===== src/rtl/sequential_divider_if.sv =====
`default_nettype none
// ============================================================================
//  Module  : sequential_divider_if
//  Brief   : Operand/result handshake bundle shared by the iterative divider.
//  Revision: 1.0  initial release
// ============================================================================
interface sequential_divider_if #(
    parameter int WIDTH = 32
);
    logic             start;
    logic             is_signed;
    logic [WIDTH-1:0] dividend;
    logic [WIDTH-1:0] divisor;
    logic             busy;
    logic             done;
    logic [WIDTH-1:0] quotient;
    logic [WIDTH-1:0] remainder;
    logic             div_by_zero;

    modport master (
        output start, is_signed, dividend, divisor,
        input  busy, done, quotient, remainder, div_by_zero
    );

    modport slave (
        input  start, is_signed, dividend, divisor,
        output busy, done, quotient, remainder, div_by_zero
    );
endinterface
`default_nettype wire


===== src/rtl/sequential_divider.sv =====
`default_nettype none
// ============================================================================
//  Module  : sequential_divider
//  Brief   : Radix-2 restoring divider, one quotient bit per clock, signed or
//            unsigned, start/busy/done handshake.
//  Revision: 1.0  initial release
// ============================================================================
module sequential_divider #(
    parameter int WIDTH = 32
) (
    input  wire logic              clk,
    input  wire logic              rst_n,
    sequential_divider_if.slave    bus
);

    localparam int              CW           = $clog2(WIDTH + 1);
    localparam logic [CW-1:0]   C_COUNT_INIT = CW'(WIDTH);
    localparam logic [CW-1:0]   C_COUNT_ONE  = CW'(1);
    localparam logic [WIDTH-1:0] C_ZERO      = '0;

    typedef enum logic [1:0] {
        IDLE = 2'd0,
        CALC = 2'd1,
        FIX  = 2'd2
    } state_t;

    state_t            r_state;
    state_t            w_state_next;
    logic              w_load;
    logic              w_step;
    logic              w_finish;
    logic              w_busy;

    logic [WIDTH-1:0]  r_rem;
    logic [WIDTH-1:0]  r_quo;
    logic [WIDTH-1:0]  r_dvs;
    logic [WIDTH-1:0]  r_dvd_raw;
    logic [CW-1:0]     r_count;
    logic              r_q_neg;
    logic              r_r_neg;
    logic              r_dvz;

    logic [WIDTH-1:0]  r_quotient;
    logic [WIDTH-1:0]  r_remainder;
    logic              r_div_by_zero;
    logic              r_done;

    logic              w_dvd_neg;
    logic              w_dvs_neg;
    logic [WIDTH-1:0]  w_dvd_mag;
    logic [WIDTH-1:0]  w_dvs_mag;
    logic [WIDTH:0]    w_shifted;
    logic [WIDTH:0]    w_trial;
    logic              w_trial_ok;

    assign w_dvd_neg = bus.is_signed & bus.dividend[WIDTH-1];
    assign w_dvs_neg = bus.is_signed & bus.divisor[WIDTH-1];
    // MIN magnitude 2^(WIDTH-1) still fits as an unsigned WIDTH-bit value
    assign w_dvd_mag = w_dvd_neg ? (C_ZERO - bus.dividend) : bus.dividend;
    assign w_dvs_mag = w_dvs_neg ? (C_ZERO - bus.divisor)  : bus.divisor;

    assign w_shifted  = {r_rem, r_quo[WIDTH-1]};
    assign w_trial    = w_shifted - {1'b0, r_dvs};
    assign w_trial_ok = ~w_trial[WIDTH];

    always_ff @(posedge clk or negedge rst_n) begin
        if (!rst_n) begin
            r_state <= IDLE;
        end else begin
            r_state <= w_state_next;
        end
    end

    always_comb begin
        w_state_next = r_state;
        w_load       = 1'b0;
        w_step       = 1'b0;
        w_finish     = 1'b0;
        w_busy       = 1'b0;
        case (r_state)
            IDLE: begin
                if (bus.start) begin
                    w_load       = 1'b1;
                    w_state_next = CALC;
                end
            end
            CALC: begin
                w_busy = 1'b1;
                w_step = 1'b1;
                if (r_count == C_COUNT_ONE) begin
                    w_state_next = FIX;
                end
            end
            FIX: begin
                w_busy       = 1'b1;
                w_finish     = 1'b1;
                w_state_next = IDLE;
            end
            default: begin
                w_state_next = IDLE;
            end
        endcase
    end

    always_ff @(posedge clk or negedge rst_n) begin
        if (!rst_n) begin
            r_rem     <= '0;
            r_quo     <= '0;
            r_dvs     <= '0;
            r_dvd_raw <= '0;
            r_count   <= '0;
            r_q_neg   <= 1'b0;
            r_r_neg   <= 1'b0;
            r_dvz     <= 1'b0;
        end else if (w_load) begin
            r_rem     <= '0;
            r_quo     <= w_dvd_mag;
            r_dvs     <= w_dvs_mag;
            r_dvd_raw <= bus.dividend;
            r_count   <= C_COUNT_INIT;
            r_q_neg   <= w_dvd_neg ^ w_dvs_neg;
            r_r_neg   <= w_dvd_neg;
            r_dvz     <= (bus.divisor == C_ZERO);
        end else if (w_step) begin
            // Restoring step: keep the shifted remainder when the trial underflows
            r_rem   <= w_trial_ok ? w_trial[WIDTH-1:0] : w_shifted[WIDTH-1:0];
            r_quo   <= {r_quo[WIDTH-2:0], w_trial_ok};
            r_count <= r_count - C_COUNT_ONE;
        end
    end

    always_ff @(posedge clk or negedge rst_n) begin
        if (!rst_n) begin
            r_quotient    <= '0;
            r_remainder   <= '0;
            r_div_by_zero <= 1'b0;
            r_done        <= 1'b0;
        end else begin
            r_done <= w_finish;
            if (w_finish) begin
                // Division by zero reports all-ones and the untouched dividend
                r_quotient    <= r_dvz ? '1 : (r_q_neg ? (C_ZERO - r_quo) : r_quo);
                r_remainder   <= r_dvz ? r_dvd_raw : (r_r_neg ? (C_ZERO - r_rem) : r_rem);
                r_div_by_zero <= r_dvz;
            end
        end
    end

    assign bus.busy        = w_busy;
    assign bus.done        = r_done;
    assign bus.quotient    = r_quotient;
    assign bus.remainder   = r_remainder;
    assign bus.div_by_zero = r_div_by_zero;

endmodule
`default_nettype wire


===== src/flat_wrapper.sv =====
// flat-port wrapper written by rule: the top's interface ports become plain ports
module sequential_divider_flat 
#(
    parameter int WIDTH = 32
)
  (clk, rst_n, bus_start, bus_is_signed, bus_dividend, bus_divisor, bus_busy, bus_done, bus_quotient, bus_remainder, bus_div_by_zero);
  sequential_divider_if #(.WIDTH(WIDTH)) bus_i ();
  input  wire logic clk;
  input  wire logic rst_n;
  input wire logic [$bits(bus_i.start)-1:0] bus_start;
  input wire logic [$bits(bus_i.is_signed)-1:0] bus_is_signed;
  input wire logic [$bits(bus_i.dividend)-1:0] bus_dividend;
  input wire logic [$bits(bus_i.divisor)-1:0] bus_divisor;
  output wire logic [$bits(bus_i.busy)-1:0] bus_busy;
  output wire logic [$bits(bus_i.done)-1:0] bus_done;
  output wire logic [$bits(bus_i.quotient)-1:0] bus_quotient;
  output wire logic [$bits(bus_i.remainder)-1:0] bus_remainder;
  output wire logic [$bits(bus_i.div_by_zero)-1:0] bus_div_by_zero;
  assign bus_i.start = bus_start;
  assign bus_i.is_signed = bus_is_signed;
  assign bus_i.dividend = bus_dividend;
  assign bus_i.divisor = bus_divisor;
  assign bus_busy = bus_i.busy;
  assign bus_done = bus_i.done;
  assign bus_quotient = bus_i.quotient;
  assign bus_remainder = bus_i.remainder;
  assign bus_div_by_zero = bus_i.div_by_zero;
  sequential_divider #(.WIDTH(WIDTH)) u_core (.clk(clk), .rst_n(rst_n), .bus(bus_i));
endmodule

===== config.mk =====
export PLATFORM = sky130hd
export DESIGN_NAME = sequential_divider_flat
export DESIGN_NICKNAME = d
export VERILOG_FILES = /design/src/rtl/sequential_divider_if.sv /design/src/rtl/sequential_divider.sv /design/src/flat_wrapper.sv
export SDC_FILE = /design/constraint.sdc
export NUM_CORES = 1
export LEC_CHECK = 0
export ABC_AREA = 1
export ABC_CLOCK_PERIOD_IN_PS = 4000
export BUFFER_PORTS_ARGS = -buffer_cell sky130_fd_sc_hd__buf_2
export CORE_UTILIZATION = 55
export CTS_BUF_LIST = sky130_fd_sc_hd__clkbuf_16
export DETAILED_ROUTE_END_ITERATION = 10
export GPL_TIMING_DRIVEN = 1
export HOLD_SLACK_MARGIN = 0.15
export PLACE_DENSITY = 0.84
export SYNTH_ARGS = -nofsm -noshare
export SYNTH_HDL_FRONTEND = slang
export SYNTH_SLANG_ARGS = --single-unit

===== constraint.sdc =====
create_clock -name clk -period 4 [get_ports clk]
set_input_delay 0.4 -clock clk [delete_from_list [all_inputs] [get_ports clk]]
set_output_delay 0.4 -clock clk [all_outputs]
set_load 0.02 [all_outputs]

; ---- Word level (Yosys, flattened, before mapping)
; Cells that the tools add are included.
[word_totals]
input_bits = 68
wordCells = 54
out_inout_bits = 67
register_bits = 205
[op_classes]
bitwise = 4
reduce_logical = 5
addsub = 6
eq_ne = 5
n_mux = 21
[ops]
columns = op, n
row1 = $mux 32, 11
row2 = $sub 1x32->32 const A, 4
row3 = $sub 33x32->33, 1
row4 = $logic_not 32->1, 1
row5 = $mux 6, 2
row6 = $eq 6x1->1 const B, 1
row7 = $sub 6x1->6 const B, 1
row8 = $mux 1, 5
row9 = $mux 2, 2
row10 = $pmux 2 s2, 1
row11 = $and 1x1->1, 2
row12 = $eq 2x1->1 const B, 1
row13 = $eq 2x2->1 const B, 1
row14 = $logic_not 2->1, 1
row15 = $ne 2x1->1 const B, 1
row16 = $ne 2x2->1 const B, 1
row17 = $reduce_and 2->1, 1
row18 = $reduce_bool 2->1, 1
row19 = $reduce_or 2->1, 1
row20 = $not 1->1, 1
row21 = $xor 1x1->1, 1

; ---- Logic depth before layout (Yosys ltp)
; Gate-level depths: netlist of the first run.
[logic_depth]
word_depth = 4
depth_mapped = 18
ltp_nobuf = 17

; ---- Worst setup path after synthesis of the first run
; Ideal clock, no wire load.
[synth_path]
path_kind = register to register
from = reg u_core.r_quo[31]
to = reg u_core.r_rem[22]
synth_period_minus_slack_ps = 2174
n_path_buf = 1
setup_ps = 117
slack_ps = 1826
t_arrival_ps = 2056
path_stages_with_launch = 19
t_required_ps = 3883
cell_sequence = dfrtp_1 -> inv_1 -> ha_1 -> fa_1 -> inv_1 -> nand2_1 -> nand2_1 -> nand3_1 -> nand2_2 -> nand2_2 -> nand2_2 -> nand2_4 -> nand2_4 -> nand2_8 -> nand2_8 -> buf_12 -> nand2_1 -> nand3_1 -> nand2_1
[synth_via]
elab_chain_cells = 4
[synth_lines]
columns = element, line
row1 = from (decl), sequential_divider.sv:35  ; logic [WIDTH-1:0] r_quo;
row2 = from (signal assigned), sequential_divider.sv:117  ; r_quo <= w_dvd_mag;
row3 = from (signal assigned), sequential_divider.sv:127  ; r_quo <= {r_quo[WIDTH-2:0], w_trial_ok};
row4 = $sub 33x32->33, sequential_divider.sv:63  ; assign w_trial = w_shifted - {1'b0, r_dvs};
row5 = $mux 32, sequential_divider.sv:126  ; r_rem <= w_trial_ok ? w_trial[WIDTH-1:0] : w_shifted[WIDTH-1:0];
row6 = $mux 32, sequential_divider.sv:124  ; end else if (w_step) begin
row7 = $mux 32, sequential_divider.sv:115  ; end else if (w_load) begin
row8 = to (signal assigned), sequential_divider.sv:126
row9 = to (decl), sequential_divider.sv:34  ; logic [WIDTH-1:0] r_rem;
; Every way passes these cells. The select of a mux whose other input is x is not followed.
; A chain may end at the register's enable or synchronous reset.

; ---- Final worst setup path of the first run
[layout_path]
from = reg u_core.r_rem[4]
to = reg u_core.r_rem[7]
[layout_via]
elab_chain_cells = 4
[layout_lines]
columns = element, line
row1 = $sub 33x32->33, sequential_divider.sv:63
row2 = $mux 32, sequential_divider.sv:126
row3 = $mux 32, sequential_divider.sv:124
row4 = $mux 32, sequential_divider.sv:115
; Every way passes these cells. The select of a mux whose other input is x is not followed.

==> results.md, run 1 <==
- Worst-margin pin slew: between 0.9 and 1 ns
- Setup Fix Bufs, Post-CTS: 0
- Fin. max-slew vios: 0
- IO Pins: 135
- Hold Path End: u_core.r_quo[24]$_DFFE_PN0P_
- Drt drc: 4
- Max-capacitance violation count: 0
- Cell leakage power: 8.65 nW
- Full die area: 0.0276 sq mm
- Drt initial violations: 2231
- Total CTS buffers: 24
- Port-buffer cells: roughly 130
- Final Util: 0.629
- Vias per cell: 5.91
- Dpl hpwl: 40100 microns
- Final worst path period share: 0.702
- RSZ-0062 raised after global routing: false
- Worst r2r dst: u_core.r_rem[7]$_DFFE_PN0P_
- Critical Path Source Type: flop
- Sequential element share of the synthesized area: 0.347
- Mapped Cells: about 2300
- Tmin final: 2.81 ns
- Worst path max stage delay: 0.50 ns
- Post-synthesis register bit count: 205
- H-tree levels: 1
- Top cells by area, synth: dfrtp_1, nand2_1, nand3_1
- HP Class: in2reg
- Mapped cell area: roughly 0.015 sq mm
- Via count: 16000
- Reg-to-reg critical path startpoint: u_core.r_rem[4]$_DFFE_PN0P_
- Violated checks: design-rule violations
- Most common cell in the synthesized netlist: nand2_1
- Layout area overhead: 11.4%
- Crit-path cells: ha_1, nand2_1, nand2_1, a21oi_2, nand2_2, nand2_2, nand2_2, nand2_4, nand3_4, nand2_8, nand2_1, nand3_1, nand2_1
- Hold Vio Cnt, Final: 0
- Top-area cell type share of the netlist area: 0.347
- Post-synth EDFFs: 0
- R2R setup slack: roughly 1.2 ns
- Number of antenna violations at the first check in global routing: 2
- Syn. warnings: 0
- Post-CTS Resized: 0
- Aggregate global routing overflow: 0
- Synth Area per Inst: 6.55 sq um
- Fmax: roughly 360 MHz
- Critical-path maximum fanout: 28
- Slowest stage cell on the critical path: dfrtp_1
- Worst hold path startpoint: bus_dividend[24]
- First-pass GRT wire length: 82400 microns
- Power per Cell Area: roughly 880 mW/mm^2
- Hold path depth: 3
- Clock Latency Late Sink: 0.53 ns
- CP most frequent cell: nand2_1
- Die Ht: 166 microns
- Worst VDD drop: 707 uV
- Wire per inst: 19.4 microns
- Die width: 166 microns
- Vias in the first global route: 15000
- WP data arrival: approximately 3.2 ns
- Antenna Cells: 0
- Largest net degree at the start of global routing: 100
- Synth cell types: 53
- Cell taking the most area after synthesis: dfrtp_1
- Clock Sinks: 205
- Synth cell count leaders: nand2_1, inv_1, nand3_1
- GRT Total Usage: 0.381
- Core Region: roughly 0.026 sq mm
- CTS Root Cell: clkbuf_16
- Top FF cell, synth: dfrtp_1
- CTS tree: yes
- Rel. slew slack: 0.350
- Worst-path clk slew: ~0.060 ns
- WP data required: 4.39 ns
- Worst r2r path cells: 13
- Fin nets: 2469
- Fraction of layout cells with a size suffix above 1: 0.104
- Pre-Repair DR Iteration Count: 10
- Critical path type: reg2reg
- Gpl congestion: 1.00
- Clk buf depth: 3
- Setup violators final: 0
- Critical path endpoint category: flop
- Status: finished with violations
- Post-Syn Nets: 2371
- Ys async rst share: 1.00
- Clock skew: 0.0317 ns
- Detailed-route wire length: 52500 microns
- # rows: 59
- Initial cell density of the core: 0.565
- Setup TNS: 0 ns
- ANT nets after route: 0
## worst max-delay path by stage
stage,start,endpoint,slack [ns],depth (start not counted)
5_1_grt,u_core.r_state[1]$_DFFE_PN0P_,u_core.r_quo[29]$_DFFE_PN0P_,1.00,11
2_1_floorplan,u_core.r_quo[31]$_DFFE_PN0P_,u_core.r_rem[22]$_DFFE_PN0P_,1.83,18
4_1_cts,u_core.r_state[0]$_DFFE_PN0P_,u_core.bus.remainder[6]$_DFFE_PN0P_,1.25,9
3_5_place_dp,u_core.r_state[0]$_DFFE_PN0P_,u_core.bus.remainder[6]$_DFFE_PN0P_,1.29,9
3_3_place_gp,u_core.r_state[0]$_DFFE_PN0P_,u_core.bus.remainder[6]$_DFFE_PN0P_,1.38,9
6_report,u_core.r_rem[4]$_DFFE_PN0P_,u_core.r_rem[7]$_DFFE_PN0P_,1.19,13
## registers in the layout, indices dropped and copies added, names as in the netlist, 2 cells and up
signal / flops
u_core.r_state: 2
u_core.r_quo: 32
u_core.bus.quotient: 32
u_core.r_dvd_raw: 32
u_core.r_rem: 32
u_core.r_count: 6
u_core.bus.remainder: 32
u_core.r_dvs: 32
## through the flow
stage	setup WS (ns)	hold slack [ns]	total power, mW	instances	cell area, sq um
2_1_floorplan	1.83	0.104	9.58	2260	14800
6_report	1.19	0.165	14.5	2711	16500
4_1_cts	1.25	0.153	14.3	2711	16500
3_3_place_gp	1.38	0.454	11.9	2665	15700
5_1_grt	1.00	0.180	15.6	2711	16500
3_5_place_dp	1.29	0.459	12.1	2665	15700
## what timing repair did
| action | 4_1_cts | 5_1_grt |
|---|---|---|
| hold endpoints to repair | 98 | 0 |
| endpoints found under the setup margin | 0 | 0 |
| hold buffers | 2 | 0 |
## cell families (layout without fill, tap and decap cells)
kind of cell	count (synthesis)	after routing	share of synthesized area
adder cells (fa/ha/maj)	43	43	0.0369
XOR/XNOR	41	41	0.0243
AND/OR/NAND/NOR	1242	1242	0.361
flip-flops	205	205	0.347
AO/OA/AOI/OAI	302	302	0.119
buffers and inverters	427	543	0.112
## routing by layer
metal	global-route usage	up-vias	share of wire
met5	0	-	0.00046
met4	0.108	4	0.028
met3	0.0679	122	0.11
met2	0.569	896	0.42
met1	0.563	7513	0.44
li1	-	7481	-
## layout by cell type, fill, tap and decap left out, drive strengths merged, types with 26 or more instances in the layout
master  instances
nor3           33
nand2         671
nand4          29
buf           146
xor2           27
ha             42
inv           351
clkbuf         26
nand3         287
nor2          198
a21oi          58
dfrtp         205
o21ai         150
## power breakdown
part           switching (mW)  internal, mW
Sequential              0.841          2.97
Clock                   0.938          1.27
Combinational            5.92          2.60
## critical path: cells and delay by family (launching register included)
| family | cells | cell delay (ns) |
|---|---|---|
| AO/OA/AOI/OAI | 1 | 0.19 |
| adder cells (fa/ha/maj) | 1 | 0.43 |
| flip-flops | 1 | 0.50 |
| AND/OR/NAND/NOR | 11 | 1.52 |
## layout make-up
type | count | area (sq um)
Clock inverter | 19 | 156
Sequential cell | 205 | 5130
Tap cell | 335 | 419
Clock buffer | 25 | 626
Inverter | 350 | 1310
Multi-Input combinational cell | 1628 | 8040
Fill cell | 2441 | 9710
Timing Repair Buffer | 149 | 810
(Power assumes the default switching activity.)
==> inputs of run 2 (changes only) <==
- ABC_CLOCK_PERIOD_IN_PS: 4000 -> 2600
- clock period: 4 -> 2.6 ns (I/O delays scaled with it)
==> run 2 against run 1 <==
The flow still finishes with violations (design-rule violations); via count increased by 3.7%; clock-buffer cell count unchanged; setup slack got worse by 1.1 ns; routed wire length increased by 3.0%; clock power increased by 53%; core utilization increased by 4.0 points; non-clock buffer count increased by 108.
==> results.md, run 2 (synthesized netlist as in run 1, its figures left out) <==
- Status: finished with violations
- Violated checks: design-rule violations
- Largest net degree at the start of global routing: 72
- Fin. max-slew vios: 0
- Area post-placement: 0.0160 sq mm
- GRT busiest layer: met2
- Fraction of layout cells with a size suffix above 1: 0.120
- Die Ht: about 170 microns
- Antenna Cells: 0
- Met3 usage: 0.0717
- Clk buf depth: 3
- Final instance area: 0.0175 sq mm
- Worst Setup SP: u_core.r_rem[21]$_DFFE_PN0P_
- Tmin final: 2.51 ns
- Gpl congestion: 1.06
- Hold Vio Cnt, Final: 0
- GRT Total Usage: 0.388
- Drt initial violations: 2259
- Critical path endpoint category: flop
- Fmax: 398 MHz
- Critical-path maximum fanout: 14
- Reg-to-reg critical path startpoint: u_core.r_rem[21]$_DFFE_PN0P_
- Worst VDD drop: between 1000 and 1500 uV
- Total CTS buffers: 25
- # rows: 59
- Total power: 23.2 mW
- H-tree levels: 1
- Pre-Repair DR Iteration Count: 9
- R2R setup slack: 0.09 ns
- Placement Setup Slack: approximately 0.075 ns
- WP data arrival: 2.92 ns
- Min setup slack post-route: 0.0855 ns
- Drt drc: 4
- End of the critical path: u_core.r_rem[9]$_DFFE_PN0P_
- Core Region: about 0.026 sq mm
- HP Class: in2reg
- ANT nets after route: 0
- Worst r2r dst: u_core.r_rem[9]$_DFFE_PN0P_
- First-pass GRT wire length: ~84000 microns
- Fin nets: roughly 2600
- CTS tree: yes
- Power per Cell Area: 1320 mW/mm^2
- Cell leakage power: 9.18 nW
- Port-buffer cells: 134
- Worst-path clk slew: 0.06 ns
- Die width: 166 microns
- Vias per cell: 5.89
- Hold path depth: 5
- Aggregate global routing overflow: 0
- Critical Path Source Type: flop
- Critical path type: reg2reg
- Max-capacitance violation count: 0
- Hold_ws: 0.160 ns
- Worst r2r path cells: 14
- Full die area: about 0.028 sq mm
- Final worst path period share: 0.967
- Detailed-route wire length: 54100 microns
- Initial cell density of the core: 0.565
- Worst-margin pin slew: 0.733 ns
- Clock Latency Late Sink: 0.54 ns
- Commonest cells after routing, fill and taps aside: nand2_1, inv_1, nand3_1, dfrtp_1, nor2_1
- Clock Sinks: 205
- WP data required: 3.01 ns
- Rel. slew slack: 0.511
- Vias in the first global route: 15300
- Setup violators final: 0
- Number of antenna violations at the first check in global routing: 1
- Via count: 16600
- CTS Root Cell: clkbuf_16
- Clock skew: 0.0268 ns
- Dpl hpwl: 40900 microns
- Met2 usage: 0.595
- Wire per inst: 19.2 microns
- Setup TNS: 0 ns
- Layout area overhead: 18.5%
- Met1 Usage GRT: 0.561
- Commonest non-fill, non-tap cell in the layout: nand2_1
- IO Pins: 135
[run 2: changes by cell type in the layout (fill, tap and decap cells not counted), sizes merged]
cell,previous run,this run
buf,146,196
nand2,671,672
dlygate4sd3,2,60
inv,351,354
nand3,287,288
clkinvlp,3,0
clkinv,13,12
[run 2: layout make-up]
cell class                      instances  area (sq um)
Clock buffer                           25           626
Multi-Input combinational cell       1630          8090
Fill cell                            2326          8670
Clock inverter                         18           149
Sequential cell                       205          5130
Inverter                              350          1310
Timing Repair Buffer                  257          1810
Tap cell                              335           419
[run 2: per-layer routing]
layer,vias up,share of wire
met5,-,0
li1,7702,-
met3,134,0.11
met1,7776,0.43
met2,1000,0.43
met4,0,0.029
[run 2: power breakdown]
part / switching, mW / internal, mW
sequential: 1.20 / 4.58
clock: 1.45 / 1.95
combinational: 9.47 / 4.57
total: 12.1 / 11.1
[run 2: worst max-delay path, stage by stage (launching register included)]
cell	delay, ns
dfrtp_1	0.49
ha_1	0.40
nand2_1	0.15
inv_1	0.06
nand2_1	0.07
nand2_1	0.07
inv_1	0.05
nand2_1	0.09
a21oi_4	0.29
nand3_4	0.21
buf_12	0.19
nand2_8	0.10
nand2_1	0.06
nand3_1	0.07
nand2_1	0.06
[run 2: worst min path at each step]
| stage | from | end | slack [ns] |
|---|---|---|---|
| 6_report | bus_divisor[22] | u_core.r_dvs[22]$_DFFE_PN0P_ | 0.16 |
| 5_1_grt | bus_divisor[2] | u_core.r_dvs[2]$_DFFE_PN0P_ | 0.21 |
| 4_1_cts | bus_divisor[22] | u_core.r_dvs[22]$_DFFE_PN0P_ | 0.16 |
| 3_5_place_dp | rst_n | u_core.r_rem[10]$_DFFE_PN0P_ | 0.28 |
| 3_3_place_gp | rst_n | u_core.r_rem[10]$_DFFE_PN0P_ | 0.28 |
| 2_1_floorplan | rst_n | u_core.bus.div_by_zero$_DFFE_PN0P_ | -0.04 |
[run 2: what timing repair did]
action	in CTS	in global routing
gates resized for setup	0	9
hold buffers	60	0
endpoints found under the hold margin	125	0
setup buffers	0	4
setup endpoints to repair	0	38
[run 2: per-stage QoR]
stage	util	cells
after detailed placement	0.612	2711
after CTS	0.665	2814
after floorplan	-	2260
after global routing	0.669	2820
after global placement	0.612	2711
final	0.669	2820
